--- src/rtl/ecc_encode_pipe.sv ---
// ecc_encode_pipe: multi-lane SECDED Hamming encoder with an elastic output
// pipeline and a one-shot error-injection facility for exercising decoders.
//
// Handshake: a beat moves across a port in every cycle where that port's
// valid and ready are both high. The producer holds valid and data steady
// until the transfer. ready_o may depend combinationally on ready_i.
module ecc_encode_pipe #(
    parameter int DataWidth = 64,
    parameter int NumLanes  = 1,
    parameter int NumStages = 1,
    parameter int CntWidth  = 32,
    localparam int LaneWidth = DataWidth / NumLanes,
    // Smallest p with 2^p >= LaneWidth + p + 1, in closed form
    localparam int ParW      = $clog2(LaneWidth + $clog2(LaneWidth + 1) + 1),
    localparam int CwWidth   = LaneWidth + ParW,
    localparam int EncWidth  = CwWidth + 1,
    localparam int LaneSelW  = (NumLanes > 1) ? $clog2(NumLanes) : 1,
    localparam int PosW      = $clog2(EncWidth)
) (
    input  logic                         clk_i,
    input  logic                         rst_i,
    input  logic                         valid_i,
    output logic                         ready_o,
    input  logic [DataWidth-1:0]         data_i,
    output logic                         valid_o,
    input  logic                         ready_i,
    output logic [NumLanes*EncWidth-1:0] data_o,
    input  logic                         inj_arm_i,
    input  logic [1:0]                   inj_mode_i,
    input  logic [LaneSelW-1:0]          inj_lane_i,
    input  logic [PosW-1:0]              inj_pos_i,
    output logic                         inj_armed_o,
    output logic                         inj_done_o,
    output logic [CntWidth-1:0]          beat_cnt_o
);

    if ((DataWidth % NumLanes) != 0) begin : g_bad_lanes
        $error("ecc_encode_pipe: DataWidth must be a multiple of NumLanes");
    end
    if ((NumStages < 1) || (NumStages > 3)) begin : g_bad_stages
        $error("ecc_encode_pipe: NumStages must be 1..3");
    end

    // Hamming encode of one lane plus overall parity in the top bit.
    function automatic logic [EncWidth-1:0] encode_lane(input logic [LaneWidth-1:0] d);
        logic [EncWidth-1:0] enc;
        logic                par;
        int                  di;
        enc = '0;
        di  = 0;
        for (int pos = 1; pos <= CwWidth; pos++) begin
            if ((pos & (pos - 1)) != 0) begin
                enc[pos-1] = d[di];
                di++;
            end
        end
        // Parity slots are still zero here, so they do not disturb the sums
        for (int i = 0; i < ParW; i++) begin
            par = 1'b0;
            for (int pos = 1; pos <= CwWidth; pos++) begin
                if (((pos >> i) & 1) != 0) par ^= enc[pos-1];
            end
            enc[(1 << i) - 1] = par;
        end
        enc[CwWidth] = ^enc[CwWidth-1:0];
        return enc;
    endfunction

    logic [NumLanes*EncWidth-1:0] enc_word;
    logic [NumLanes*EncWidth-1:0] inj_mask;

    logic                         inj_armed_q, inj_armed_d;
    logic [1:0]                   inj_mode_q, inj_mode_d;
    logic [LaneSelW-1:0]          inj_lane_q, inj_lane_d;
    logic [PosW-1:0]              inj_pos_q, inj_pos_d;

    logic [NumStages-1:0]         valid_q, valid_d;
    logic [NumLanes*EncWidth-1:0] data_q [NumStages];
    logic [NumLanes*EncWidth-1:0] data_d [NumStages];
    logic [NumStages:0]           take;
    logic [NumStages-1:0]         in_valid;
    logic [NumLanes*EncWidth-1:0] in_data [NumStages];
    logic                         capture;

    logic [CntWidth-1:0]          beat_cnt_q, beat_cnt_d;

    // Encode every lane of the incoming word
    always_comb begin
        enc_word = '0;
        for (int k = 0; k < NumLanes; k++) begin
            enc_word[k*EncWidth +: EncWidth] = encode_lane(data_i[k*LaneWidth +: LaneWidth]);
        end
    end

    // Flip mask from the latched injection request; out-of-range pos flips nothing
    always_comb begin
        int pos_a;
        int pos_b;
        inj_mask = '0;
        pos_a = int'(inj_pos_q);
        pos_b = (pos_a + 1) % EncWidth;
        for (int k = 0; k < NumLanes; k++) begin
            for (int b = 0; b < EncWidth; b++) begin
                if ((int'(inj_lane_q) == k) && (pos_a < EncWidth)) begin
                    if ((inj_mode_q == 2'b01) && (b == pos_a)) inj_mask[k*EncWidth+b] = 1'b1;
                    if ((inj_mode_q == 2'b10) && ((b == pos_a) || (b == pos_b)))
                        inj_mask[k*EncWidth+b] = 1'b1;
                end
            end
        end
    end

    // Stage n may load when it is empty or its beat leaves this cycle
    always_comb begin
        take = '0;
        take[NumStages] = ready_i;
        for (int n = NumStages - 1; n >= 0; n--) begin
            take[n] = !valid_q[n] || take[n+1];
        end
        in_valid[0] = valid_i;
        in_data[0]  = inj_armed_q ? (enc_word ^ inj_mask) : enc_word;
        for (int n = 1; n < NumStages; n++) begin
            in_valid[n] = valid_q[n-1];
            in_data[n]  = data_q[n-1];
        end
        valid_d = valid_q;
        for (int n = 0; n < NumStages; n++) begin
            data_d[n] = data_q[n];
            if (take[n]) begin
                valid_d[n] = in_valid[n];
                if (in_valid[n]) data_d[n] = in_data[n];
            end
        end
    end

    assign ready_o = take[0];
    assign capture = valid_i && take[0];
    assign valid_o = valid_q[NumStages-1];
    assign data_o  = data_q[NumStages-1];

    // Arm/consume the one-shot injection; a new arm always wins over a capture
    always_comb begin
        inj_armed_d = inj_armed_q;
        inj_mode_d  = inj_mode_q;
        inj_lane_d  = inj_lane_q;
        inj_pos_d   = inj_pos_q;
        if (capture) inj_armed_d = 1'b0;
        if (inj_arm_i) begin
            inj_armed_d = 1'b1;
            inj_mode_d  = inj_mode_i;
            inj_lane_d  = inj_lane_i;
            inj_pos_d   = inj_pos_i;
        end
    end

    assign inj_armed_o = inj_armed_q;
    assign inj_done_o  = inj_armed_q && capture;

    // Count beats leaving the encoder; wraps naturally
    always_comb begin
        beat_cnt_d = beat_cnt_q + CntWidth'(valid_o && ready_i);
    end

    assign beat_cnt_o = beat_cnt_q;

    // State registers
    always_ff @(posedge clk_i or posedge rst_i) begin
        if (rst_i) begin
            valid_q     <= '0;
            for (int n = 0; n < NumStages; n++) data_q[n] <= '0;
            inj_armed_q <= 1'b0;
            inj_mode_q  <= '0;
            inj_lane_q  <= '0;
            inj_pos_q   <= '0;
            beat_cnt_q  <= '0;
        end else begin
            valid_q     <= valid_d;
            for (int n = 0; n < NumStages; n++) data_q[n] <= data_d[n];
            inj_armed_q <= inj_armed_d;
            inj_mode_q  <= inj_mode_d;
            inj_lane_q  <= inj_lane_d;
            inj_pos_q   <= inj_pos_d;
            beat_cnt_q  <= beat_cnt_d;
        end
    end

endmodule

--- config.mk ---
export PLATFORM = sky130hd
export DESIGN_NAME = ecc_encode_pipe
export DESIGN_NICKNAME = d
export VERILOG_FILES = /design/src/rtl/ecc_encode_pipe.sv
export SDC_FILE = /design/constraint.sdc
export NUM_CORES = 1
export LEC_CHECK = 0
export BUFFER_PORTS_ARGS = -buffer_cell sky130_fd_sc_hd__buf_2
export CAP_MARGIN = 0
export CORE_ASPECT_RATIO = 0.6
export CORE_MARGIN = 2
export CORE_UTILIZATION = 50
export DETAILED_ROUTE_END_ITERATION = 16
export PLACE_DENSITY = 0.75
export SLEW_MARGIN = 15
export SYNTH_ARGS = -nofsm -noshare
export SYNTH_HDL_FRONTEND = slang
export SYNTH_SLANG_ARGS = --single-unit
--- constraint.sdc ---
create_clock -name clk_i -period 4.3 [get_ports clk_i]
set_clock_uncertainty 0.05 [all_clocks]
set_input_delay 0.43 -clock clk_i [delete_from_list [all_inputs] [get_ports clk_i]]
set_output_delay 0.43 -clock clk_i [all_outputs]
set_load 0.01 [all_outputs]
==> results.md, run 1 <==
- Outcome: finished clean
- Routed len/inst: 20.6 µm
- Slew HR: 33.0%
- Clk root buf: clkbuf_16
- Combinational share of power: 38.3%
- DR pass1 iterations: 9
- CTS Sinks: 116
- CTS Hold Bufs: 1
- Cell area after synthesis: 8090 µm²
- Initial antenna violation count: 0
- Share of flip-flops with an asynchronous set or reset: 100%
- Commonest non-fill, non-tap cell in the layout: buf_2
- Number of H-tree levels: 4
- Vias per cell: 5.83
- Drt total wl: 26.9 mm
- Max Transition Viols Final: 0
- Post-route setup TNS: 0 ns
- Max Clk Rate: 254 MHz
- Largest net degree at the start of global routing: 107
- Sw Share: 35.2%
- Cts bufs inserted: 17
- Die Span Y: 103 µm
- Pwr dens: 480 nW/µm²
- Post-synth EDFFs: 0
- Initial core utilization: 51.9%
- Fill cells: 1360
- I/O Pins: 187
- Routed Antenna Nets: 0
- YS warnings: 0
- R2R Setup Slk: 0.37 ns
- Max-capacitance violation count: 0
- CTS max path bufs: 2
- Setup Buffers After CTS: 0
- CP Capture Type: flip-flop
- CTS tree: yes
- CP Capture Point: data_o[46]
- DRC viols: 0
- Worst vdd ir: 283 µV
- Final nets: 1179
- R2r startpoint: inj_pos_q[5]
- Critical path class: reg -> reg
- Hold/Removal Path Class: in -> reg
- Part of the power in registers: 28.6%
- Crit path DAT: 4.18 ns
- GRT overflow: 0
- Top FF cell, synth: dfrtp_1
- Cells on worst reg2reg path: 13
- CTS-repair resized insts: 0
- Final Hold Fails: 0
- Vias: 7625
- Core Area: 15600 µm²
- Post-Syn Instances: 907
- Clock Pin Slew Worst Setup and Hold Paths: 0.06 ns
- GPL Wtd Cong: 1.05
- FP Rows: 35
- Most frequent cells in the layout: 186 x buf_2, 165 x xnor2_1, 144 x nand2_1
- R2r endpoint: data_o[46]
- Post-synth cell types: 60
- Die width: 168 µm
- LEAKAGE: 0.00422 µW
- Pint: 3090 µW
- Setup violation total in the final timing report: 0
- DP Wirelength: 20.4 mm
- Fin crit share: 91.4%
- DRT iter0 DRCs: 994
- Clock network power share: 33.2%
- Switching pwr: 1680 µW
- GR Util All Layers: 31.3%
- Flops & latches, synth: 116
- IO buf count: 186
- CP required: 4.55 ns
- Crit path launch: inj_pos_q[5]
- Die outline area: 17200 µm²
- Post-synthesis sequential area ratio: 35.9%
- RSZ-0062 raised after global routing: false
- Share of cells above drive strength 1: 25.0%
- Global-route wire length before repair: 40.7 mm
- Slew at the pin closest to its max-slew limit: 1.01 ns
- Area grow syn2layout: 22.8%
- Clock Latency Late Sink: 0.42 ns
- Syn Nets: 994
- Critical-path maximum fanout: 12
- Diodes inserted: 0
- Min cycle time layout: 3.93 ns
- Synth Area per Inst: 8.92 µm²
- Number of global-route vias before repair: 7009
- Startpoint types: flip-flop
- Hold Slack: 0.191 ns
==> power groups by stage <==
stage,sequential [µW],clock (µW),combinational [µW]
floorplan,1430,0,1190
global placement,1370,0,1750
detailed placement,1380,0,1770
CTS,1360,1600,1790
global route,1380,1640,1950
finish,1360,1580,1820
==> area by class of cell <==
type,instances,area (µm²),share of cell area (%)
Clock buffer,17,425,4.28
Clock inverter,15,218,2.19
Inverter,5,21.3,0.214
Multi-Input combinational cell,737,4960,49.9
Sequential cell,116,2900,29.2
Tap cell,203,254,2.56
Timing Repair Buffer,215,1150,11.6
==> synth_stat cells (9+ instances only) <==
library cell | instances | area, µm²
o32ai_1 | 22 | 193
nand3_1 | 26 | 130
nor2_1 | 56 | 210
o21ai_0 | 41 | 205
nor3_1 | 15 | 75.1
o22ai_1 | 10 | 62.6
o21ai_1 | 40 | 200
o211ai_1 | 10 | 75.1
and3_1 | 14 | 87.6
a31oi_1 | 10 | 62.6
mux2_2 | 9 | 101
dfrtp_1 | 116 | 2900
clkbuf_1 | 34 | 128
nand2_1 | 145 | 544
xor2_1 | 54 | 473
buf_2 | 10 | 50.1
xnor2_1 | 165 | 1450
a21oi_1 | 26 | 130
==> state kept, by name (all words and copies together) (netlist names) <==
register,count
beat_cnt_o,32
data_o,72
inj_armed_o,1
inj_lane_q,1
inj_mode_q,2
inj_pos_q,7
valid_o,1
==> routing by layer <==
| layer | up-vias | global-route usage (%) | part of all wire (%) |
|---|---|---|---|
| met2 | 452 | 42.3 | 38 |
| li1 | 3500 | - | - |
| met5 | - | 3.80 | 0.35 |
| met3 | 63 | 9.83 | 11 |
| met1 | 3608 | 47.6 | 48 |
| met4 | 2 | 7.76 | 2.0 |
==> worst min path at each step <==
stage | start | cells after the start | end | slack (ns)
global route | inj_lane_i | 2 | inj_lane_q | 0.20
global placement | rst_i | 2 | beat_cnt_o[15] | 0.31
floorplan | inj_lane_q | 1 | inj_lane_q | 0.44
CTS | inj_pos_i[1] | 3 | inj_pos_q[1] | 0.18
detailed placement | rst_i | 2 | beat_cnt_o[13] | 0.31
finish | inj_pos_i[6] | 2 | inj_pos_q[6] | 0.19
==> worst max-delay path: stages, from the launching register on <==
cell,delay [ns]
dfrtp_1,0.50
or3_1,0.53
nor2_1,0.14
a31oi_1,0.08
ha_1,0.31
nor2_1,0.05
a211oi_2,0.42
a211oi_2,0.14
or2_1,0.46
buf_4,0.26
or3_1,0.38
a21oi_1,0.26
xnor2_1,0.16
o21ai_1,0.07
==> logic make-up after synthesis <==
group	Yosys count	synth area share, %
and+or+nand+nor	300	16.7
xor gates and xnor gates	231	27.0
AOI/OAI and AO/OA	188	14.9
DFF	116	35.9
buffers and inverters	54	2.89
muxes	10	1.44
adders and majority gates	8	1.24
==> metrics by stage <==
stage	cell area, µm²	worst slack (ns)	power (µW)	utilization, %	instances
6_report	9930	0.368	4770	63.7	1308
5_1_grt	9930	0.159	4970	63.7	1308
4_1_cts	9930	0.471	4750	63.7	1308
3_5_place_dp	9280	0.517	3150	59.5	1275
3_3_place_gp	9280	0.601	3120	59.5	1275
2_1_floorplan	8090	0.748	2620	-	907
(Power assumes the default switching activity.)
==> inputs of run 2 (changes only) <==
--- a/config.mk
+++ b/config.mk
@@ -12,6 +12,7 @@
 export CORE_UTILIZATION = 50
 export DETAILED_ROUTE_END_ITERATION = 16
 export PLACE_DENSITY = 0.75
+export RECOVER_POWER = 50
 export SLEW_MARGIN = 15
 export SYNTH_ARGS = -nofsm -noshare
 export SYNTH_HDL_FRONTEND = slang
==> results.md, run 2 (same netlist as run 1, synthesis figures left out) <==
- Final Hold Fails: 0 (unchanged)
- Cts bufs inserted: 17 (unchanged)
- Global-route wire length before repair: 40.7 mm (unchanged)
- Commonest non-fill, non-tap cell in the layout: xnor2_1 (was buf_2)
- Post-route setup TNS: 0 ns (unchanged)
- Diodes inserted: 0 (unchanged)
- Vias: 7676 (was 7625)
- Number of global-route vias before repair: 7009 (unchanged)
- Cell family with most CP delay: simple AND/OR/NAND/NOR gates (unchanged)
- Die outline area: 17200 µm² (unchanged)
- IO buf count: 186 (unchanged)
- DRT iter0 DRCs: 1082 (was 994)
- Non-Filler Instances: 1308 (unchanged)
- Setup Buffers After CTS: 0 (unchanged)
- Die width: 168 µm (unchanged)
- GR Util All Layers: 31.3% (unchanged)
- Initial antenna violation count: 0 (unchanged)
- Slack of the critical path: 0.397 ns (was 0.368 ns)
- Final nets: 1179 (unchanged)
- CP required: 4.55 ns (about the same)
- Clock Latency Late Sink: 0.42 ns (about the same)
- Area grow syn2layout: 20.9% (was 22.8%)
- Startpoint types: flip-flop (unchanged)
- Share of cells above drive strength 1: 15.3% (was 25.0%)
- Failing checks: capacitance limit, slew limit
- LEAKAGE: 0.00385 µW (was 0.00422 µW)
- CTS max path bufs: 2 (unchanged)
- CTS Sinks: 116 (unchanged)
- Placed cell count: 1275 (unchanged)
- Pwr dens: 484 nW/µm² (was 480 nW/µm²)
- Critical-path maximum fanout: 12 (unchanged)
- Critical Path Max Stage Delay: 0.52 ns (was 0.53 ns)
- RSZ-0062 raised after global routing: false (unchanged)
- Die Span Y: 103 µm (unchanged)
- Routed Antenna Nets: 0 (unchanged)
- Worst vdd ir: 280 µV (was 283 µV)
- Slew HR: -62.8% (was 33.0%)
- CP cell instances: or3_1, nor2_1, a31oi_1, ha_1, nor2_1, a211oi_2, a211oi_2, or2_1, buf_4, or3_1, a21oi_1, xnor2_1, o21ai_1 (unchanged)
- Min cycle time layout: 3.90 ns (was 3.93 ns)
- Max Transition Viols Final: 45 (was 0)
- DR pass1 iterations: 6 (was 9)
- GPL Wtd Cong: 1.05 (unchanged)
- Hold/Removal Path Class: in -> reg (unchanged)
- DRC viols: 0 (unchanged)
- GRT overflow: 0 (unchanged)
- I/O Pins: 187 (unchanged)
- Fin crit share: 90.8% (was 91.4%)
- Clock Pin Slew Worst Setup and Hold Paths: 0.06 ns (about the same)
- Core Area: 15600 µm² (unchanged)
- Clk root buf: clkbuf_16 (unchanged)
- Outcome: finished, violations left (was finished clean)
- Setup violation total in the final timing report: 0 (unchanged)
- Max-capacitance violation count: 1 (was 0)
- Routed len/inst: 20.7 µm (was 20.6 µm)
- Number of H-tree levels: 4 (unchanged)
- Worst path bufs/invs: 1 (unchanged)
- DP Wirelength: 20.4 mm (unchanged)
- Slew at the pin closest to its max-slew limit: 2.44 ns (was 1.01 ns)
- FP Rows: 35 (unchanged)
- Vias per cell: 5.87 (was 5.83)
- Dpl ws: 0.517 ns (unchanged)
- CP max-delay cell: or3_1 (unchanged)
- CP Capture Type: flip-flop (unchanged)
- Drt total wl: 27.1 mm (was 26.9 mm)
- Initial core utilization: 51.9% (unchanged)
- Max Clk Rate: 256 MHz (was 254 MHz)
- Critical path class: reg -> reg (unchanged)
- CTS tree: yes (unchanged)
- Largest net degree at the start of global routing: 107 (unchanged)
- Max FFs per register: 72 (unchanged)
- Crit path DAT: 4.15 ns (was 4.18 ns)
- Most frequent cells in the layout: 165 x xnor2_1, 144 x nand2_1, 116 x dfrtp_1 (was 186 x buf_2, 165 x xnor2_1, 144 x nand2_1)
## run 2: cell types whose count changed in the layout (fill, tap and decap cells not counted)
cell / previous run / this run
clkinvlp_2: 0 / 1
buf_2: 186 / 85
buf_4: 28 / 22
inv_4: 1 / 0
clkbuf_1: 0 / 107
## run 2: repair_timing
| action | in CTS | in global routing |
|---|---|---|
| gates resized for setup | 0 | 0 |
| setup endpoints to repair | 0 | 0 |
| hold buffers | 1 | 0 |
| endpoints found under the hold margin | 14 | 0 |
## run 2: metrics by stage
stage                     hold WS [ns]  power, µW  utilization, %  cell area (µm²)
after floorplan                  0.436       2620               -             8090
after global placement           0.311       3120            59.5             9280
after detailed placement         0.311       3150            59.5             9280
after CTS                        0.183       4750            63.7             9930
after global routing             0.199       4930            62.7             9780
final                            0.191       4730            62.7             9780
## run 2: final cells by class
class	count	area [µm²]
Clock buffer	17	425
Clock inverter	15	218
Fill cell	1423	5810
Inverter	5	20.0
Multi-Input combinational cell	737	4960
Sequential cell	116	2900
Tap cell	203	254
Timing Repair Buffer	215	1000
## run 2: worst paths after layout
path / start / to / slack, ns / depth (start not counted)
max reg2reg: inj_pos_q[5] / data_o[46] / 0.40 / 13
max in group asynchronous: rst_i / data_o[10] / 0.95 / 4
min: inj_pos_i[6] / inj_pos_q[6] / 0.19 / 2
max: inj_pos_q[5] / data_o[46] / 0.40 / 13
min in group asynchronous: rst_i / beat_cnt_o[15] / 0.57 / 3
min reg2reg: beat_cnt_o[31] / beat_cnt_o[31] / 0.43 / 1
## run 2: per-layer routing
layer	global-route usage, %	vias up	part of all wire [%]
met4	7.76	2	1.9
met5	3.80	-	0.34
met2	42.3	483	38
met1	47.6	3628	48
met3	9.83	62	12
li1	-	3501	-
## run 2: power by group
part | switching (µW) | leakage [µW] | total (µW) | internal (µW)
logic | 972 | 0.00208 | 1780 | 811
clock network | 593 | 0.000312 | 1580 | 988
registers | 118 | 0.00146 | 1370 | 1250
==> inputs of run 3 (changes only) <==
--- a/config.mk
+++ b/config.mk
@@ -5,13 +5,14 @@
 export SDC_FILE = /design/constraint.sdc
 export NUM_CORES = 1
 export LEC_CHECK = 0
+export ABC_AREA = 1
 export BUFFER_PORTS_ARGS = -buffer_cell sky130_fd_sc_hd__buf_2
 export CAP_MARGIN = 0
 export CORE_ASPECT_RATIO = 0.6
 export CORE_MARGIN = 2
 export CORE_UTILIZATION = 50
 export DETAILED_ROUTE_END_ITERATION = 16
-export PLACE_DENSITY = 0.75
+export PLACE_DENSITY = 0.73
 export RECOVER_POWER = 50
 export SLEW_MARGIN = 15
 export SYNTH_ARGS = -nofsm -noshare
==> constraint.sdc (replaced) <==
create_clock -name clk_i -period 3.79 [get_ports clk_i]
set_clock_uncertainty 0.05 [all_clocks]
set_input_delay 0.379 -clock clk_i [delete_from_list [all_inputs] [get_ports clk_i]]
set_output_delay 0.379 -clock clk_i [all_outputs]
set_load 0.01 [all_outputs]
==> results.md, run 3 <==
- DR pass1 iterations: 6 (unchanged)
- Synth area leaders: dfrtp_1 30%, nand2_1 27%, nand3_1 11% (was dfrtp_1 36%, xnor2_1 18%, nand2_1 6.7%)
- Slack of the critical path: 0.208 ns (was 0.397 ns)
- Post-synth top area share: 29.6% (was 35.9%)
- Post-Syn Instances: 1637 (was 907)
- Global-route wire length before repair: 55.4 mm (was 40.7 mm)
- CTS max path bufs: 2 (unchanged)
- Max Clk Rate: 279 MHz (was 256 MHz)
- Met3 Track Usage GR: 14.9% (was 9.83%)
- Area leader, netlist: dfrtp_1 (unchanged)
- Top FF cell, synth: dfrtp_1 (unchanged)
- Post-synth cell types: 36 (was 60)
- Crit path DAT: 3.90 ns (was 4.15 ns)
- Global routing's busiest layer: met1 (unchanged)
- CTS Hold Bufs: 0 (was 1)
- Hold/Removal Path Class: in -> reg (unchanged)
- Number of H-tree levels: 4 (unchanged)
- Final nets: 1896 (was 1179)
- Footprint of the multi-input gates: 6240 µm² (was 4960 µm²)
- Max Transition Viols Final: 119 (was 45)
- Outcome: finished, violations left (unchanged)
- DRT iter0 DRCs: 1249 (was 1082)
- Min cycle time layout: 3.58 ns (was 3.90 ns)
- Synth Area per Inst: 5.99 µm² (was 8.92 µm²)
- CP max-delay cell: dfrtp_1 (was or3_1)
- Startpoint types: flip-flop (unchanged)
- Crit-path most repeated cell: nand2_2
- RSZ-0062 raised after global routing: true (was false)
- Most frequent cells in the layout: 692 x nand2_1, 219 x nand3_1, 190 x inv_1 (was 165 x xnor2_1, 144 x nand2_1, 116 x dfrtp_1)
- Area grow syn2layout: 21.5% (was 20.9%)
- Failing checks: capacitance limit, slew limit (unchanged)
- Pwr dens: 420 nW/µm² (was 484 nW/µm²)
- Hold Slack: 0.0939 ns (was 0.191 ns)
- Register area: 2900 µm² (about the same)
- Clk root buf: clkbuf_16 (unchanged)
- Worst path bufs/invs: 2 (was 1)
- R2r endpoint: data_o[71] (was data_o[46])
- Drt total wl: 36.8 mm (was 27.1 mm)
- Worst vdd ir: 385 µV (was 280 µV)
- Count leader, synth: nand2_1 (was xnor2_1)
- Part of the power in registers: 30.6% (was 28.9%)
- Post-synth top cells: 704 x nand2_1, 221 x nand3_1, 192 x inv_1 (was 165 x xnor2_1, 145 x nand2_1, 116 x dfrtp_1)
- Pint: 3020 µW (was 3050 µW)
- Vias per cell: 5.39 (was 5.87)
- Vias: 11.3k (was 7676)
- FP Rows: 39 (was 35)
- Cell area after synthesis: 9810 µm² (was 8090 µm²)
- CP Capture Type: flip-flop (unchanged)
- Routed Antenna Nets: 0 (unchanged)
- Share of cells above drive strength 1: 16.4% (was 15.3%)
- R2r startpoint: inj_pos_q[0] (was inj_pos_q[5])
- Diodes inserted: 0 (unchanged)
- Min-delay src: inj_pos_i[2] (was inj_pos_i[6])
- Routed len/inst: 17.6 µm (was 20.7 µm)
- Clock Pin Slew Worst Setup and Hold Paths: 0.07 ns (was 0.06 ns)
- GRT overflow: 0 (unchanged)
- Initial antenna violation count: 0 (unchanged)
- CTS Sinks: 116 (unchanged)
- Hold endpoint: inj_pos_q[2] (was inj_pos_q[6])
- Die Span Y: 113 µm (was 103 µm)
- Syn Nets: 1724 (was 994)
- Core Area: 19100 µm² (was 15600 µm²)
- GPL Wtd Cong: 1.01 (was 1.05)
- Setup violation total in the final timing report: 0 (unchanged)
- Slew HR: -48.9% (was -62.8%)
- Clock network power share: 32.6% (was 33.4%)
- LEAKAGE: 0.00651 µW (was 0.00385 µW)
- Sw Share: 39.8% (was 35.6%)
- Final Hold Fails: 0 (unchanged)
- CP cell instances: ha_4, inv_1, nor2_4, nand2_2, nor2_2, nor2_1, nor2_2, nand3_1, ha_1, o21ai_0, nand2_1, o21ai_2, nand2_2, inv_4, nand2_2, nor2_2, nand2_2, o22ai_1, nand2_1, nand3_1, nand2_1, a21oi_1 (was or3_1, nor2_1, a31oi_1, ha_1, nor2_1, a211oi_2, a211oi_2, or2_1, buf_4, or3_1, a21oi_1, xnor2_1, o21ai_1)
- GR Util All Layers: 35.4% (was 31.3%)
- DRC viols: 0 (unchanged)
- Max FFs per register: 72 (unchanged)
- Met1 GRT Util: 53.4% (was 47.6%)
- Fill cells: 1858 (was 1423)
- CTS tree: yes (unchanged)
- I/O Pins: 187 (unchanged)
- Slew at the pin closest to its max-slew limit: 2.22 ns (was 2.44 ns)
- R2R Setup Slk: 0.21 ns (was 0.40 ns)
- YS warnings: 0 (unchanged)
- Post-synthesis sequential area ratio: 29.6% (was 35.9%)
- Die width: 185 µm (was 168 µm)
- Post-synth EDFFs: 0 (unchanged)
- Critical-path maximum fanout: 6 (was 12)
- Combinational share of power: 36.8% (was 37.7%)
- Flops & latches, synth: 116 (unchanged)
- Met2 Track Usage GR: 45.9% (was 42.3%)
- IO buf count: 186 (unchanged)
- Number of global-route vias before repair: 9893 (was 7009)
- Critical path class: reg -> reg (unchanged)
- Critical Path Max Stage Delay: 0.44 ns (was 0.52 ns)
- Switching pwr: 1990 µW (was 1680 µW)
- Critical path depth in cells: 22 (was 13)
- Cells on worst reg2reg path: 22 (was 13)
- Max-capacitance violation count: 2 (was 1)
- Clock Latency Late Sink: 0.44 ns (was 0.42 ns)
- Cell family with most CP delay: simple AND/OR/NAND/NOR gates (unchanged)
- Utilization after layout: 62.3% (was 62.7%)
- Fin crit share: 94.5% (was 90.8%)
- Dpl ws: 0.108 ns (was 0.517 ns)
- CP required: 4.11 ns (was 4.55 ns)
- Largest net degree at the start of global routing: 135 (was 107)
- Commonest non-fill, non-tap cell in the layout: nand2_1 (was xnor2_1)
- Initial core utilization: 51.3% (was 51.9%)
- DP Wirelength: 28.5 mm (was 20.4 mm)
- Cts bufs inserted: 17 (unchanged)
- Hold Crit Depth: 3 (was 2)
- Share of flip-flops with an asynchronous set or reset: 100% (unchanged)
- Die outline area: 20800 µm² (was 17200 µm²)
## run 3: cell count changes after synthesis, moves of 31 or more
cell	change
nand2_1	+559
nand3_1	+195
inv_1	+187
xnor2_1	-124
o22ai_1	+45
nor2_1	+31
## run 3: what timing repair did
action	CTS	global route
gates resized for setup	0	70
setup endpoints to repair	0	73
setup buffers	0	5
## run 3: worst max path at each step
stage                            start             to  slack, ns
final                     inj_pos_q[0]     data_o[71]       0.21
after global placement    inj_pos_q[0]     data_o[28]       0.18
after detailed placement  inj_pos_q[0]     data_o[47]       0.11
after global routing      inj_pos_q[0]     data_o[71]      -0.11
after CTS                 inj_pos_q[0]     data_o[47]        0.1
after floorplan                  rst_i  beat_cnt_o[0]       0.29
## run 3: cell type report
cell class,instances,share of cell area (%)
clock buffers,21,3.70
repair buffers,212,9.35
inverters,198,6.27
clock inverters,11,1.13
multi-input cells,1264,52.4
well taps,266,2.79
flip-flops and latches,116,24.4
## run 3: worst min-delay path, cell delays in order
cell and delay (ns):
buf_2 0.07, nand2_1 0.04, o21ai_0 0.06
## run 3: cells by family after synthesis
kind of cell	share of synthesized area (%)
fa+ha+maj	1.02
compound gates	6.26
buf+inv	9.95
xor+xnor	8.47
simple gates	44.7
flops	29.6
## run 3: stage by stage
stage	setup TNS [ns]	total power, µW	area [µm²]	std cells
2_1_floorplan	0	2690	9810	1637
3_3_place_gp	0	3240	11000	2051
3_5_place_dp	0	3270	11000	2051
4_1_cts	0	4900	11600	2083
5_1_grt	-1.26	5270	11900	2088
6_report	0	5010	11900	2088
## run 3: power groups by stage
stage                     registers, µW  logic, µW  clock network [µW]
after floorplan                    1610       1080                   0
after global routing               1550       2030                1690
after detailed placement           1540       1730                   0
final                              1530       1840                1630
after global placement             1540       1700                   0
after CTS                          1530       1740                1630
## run 3: per-layer routing
layer / vias up / part of all wire, %
met5: - / 0
met4: 0 / 1.6
met3: 48 / 15
met2: 609 / 38
met1: 5127 / 46
li1: 5476 / -
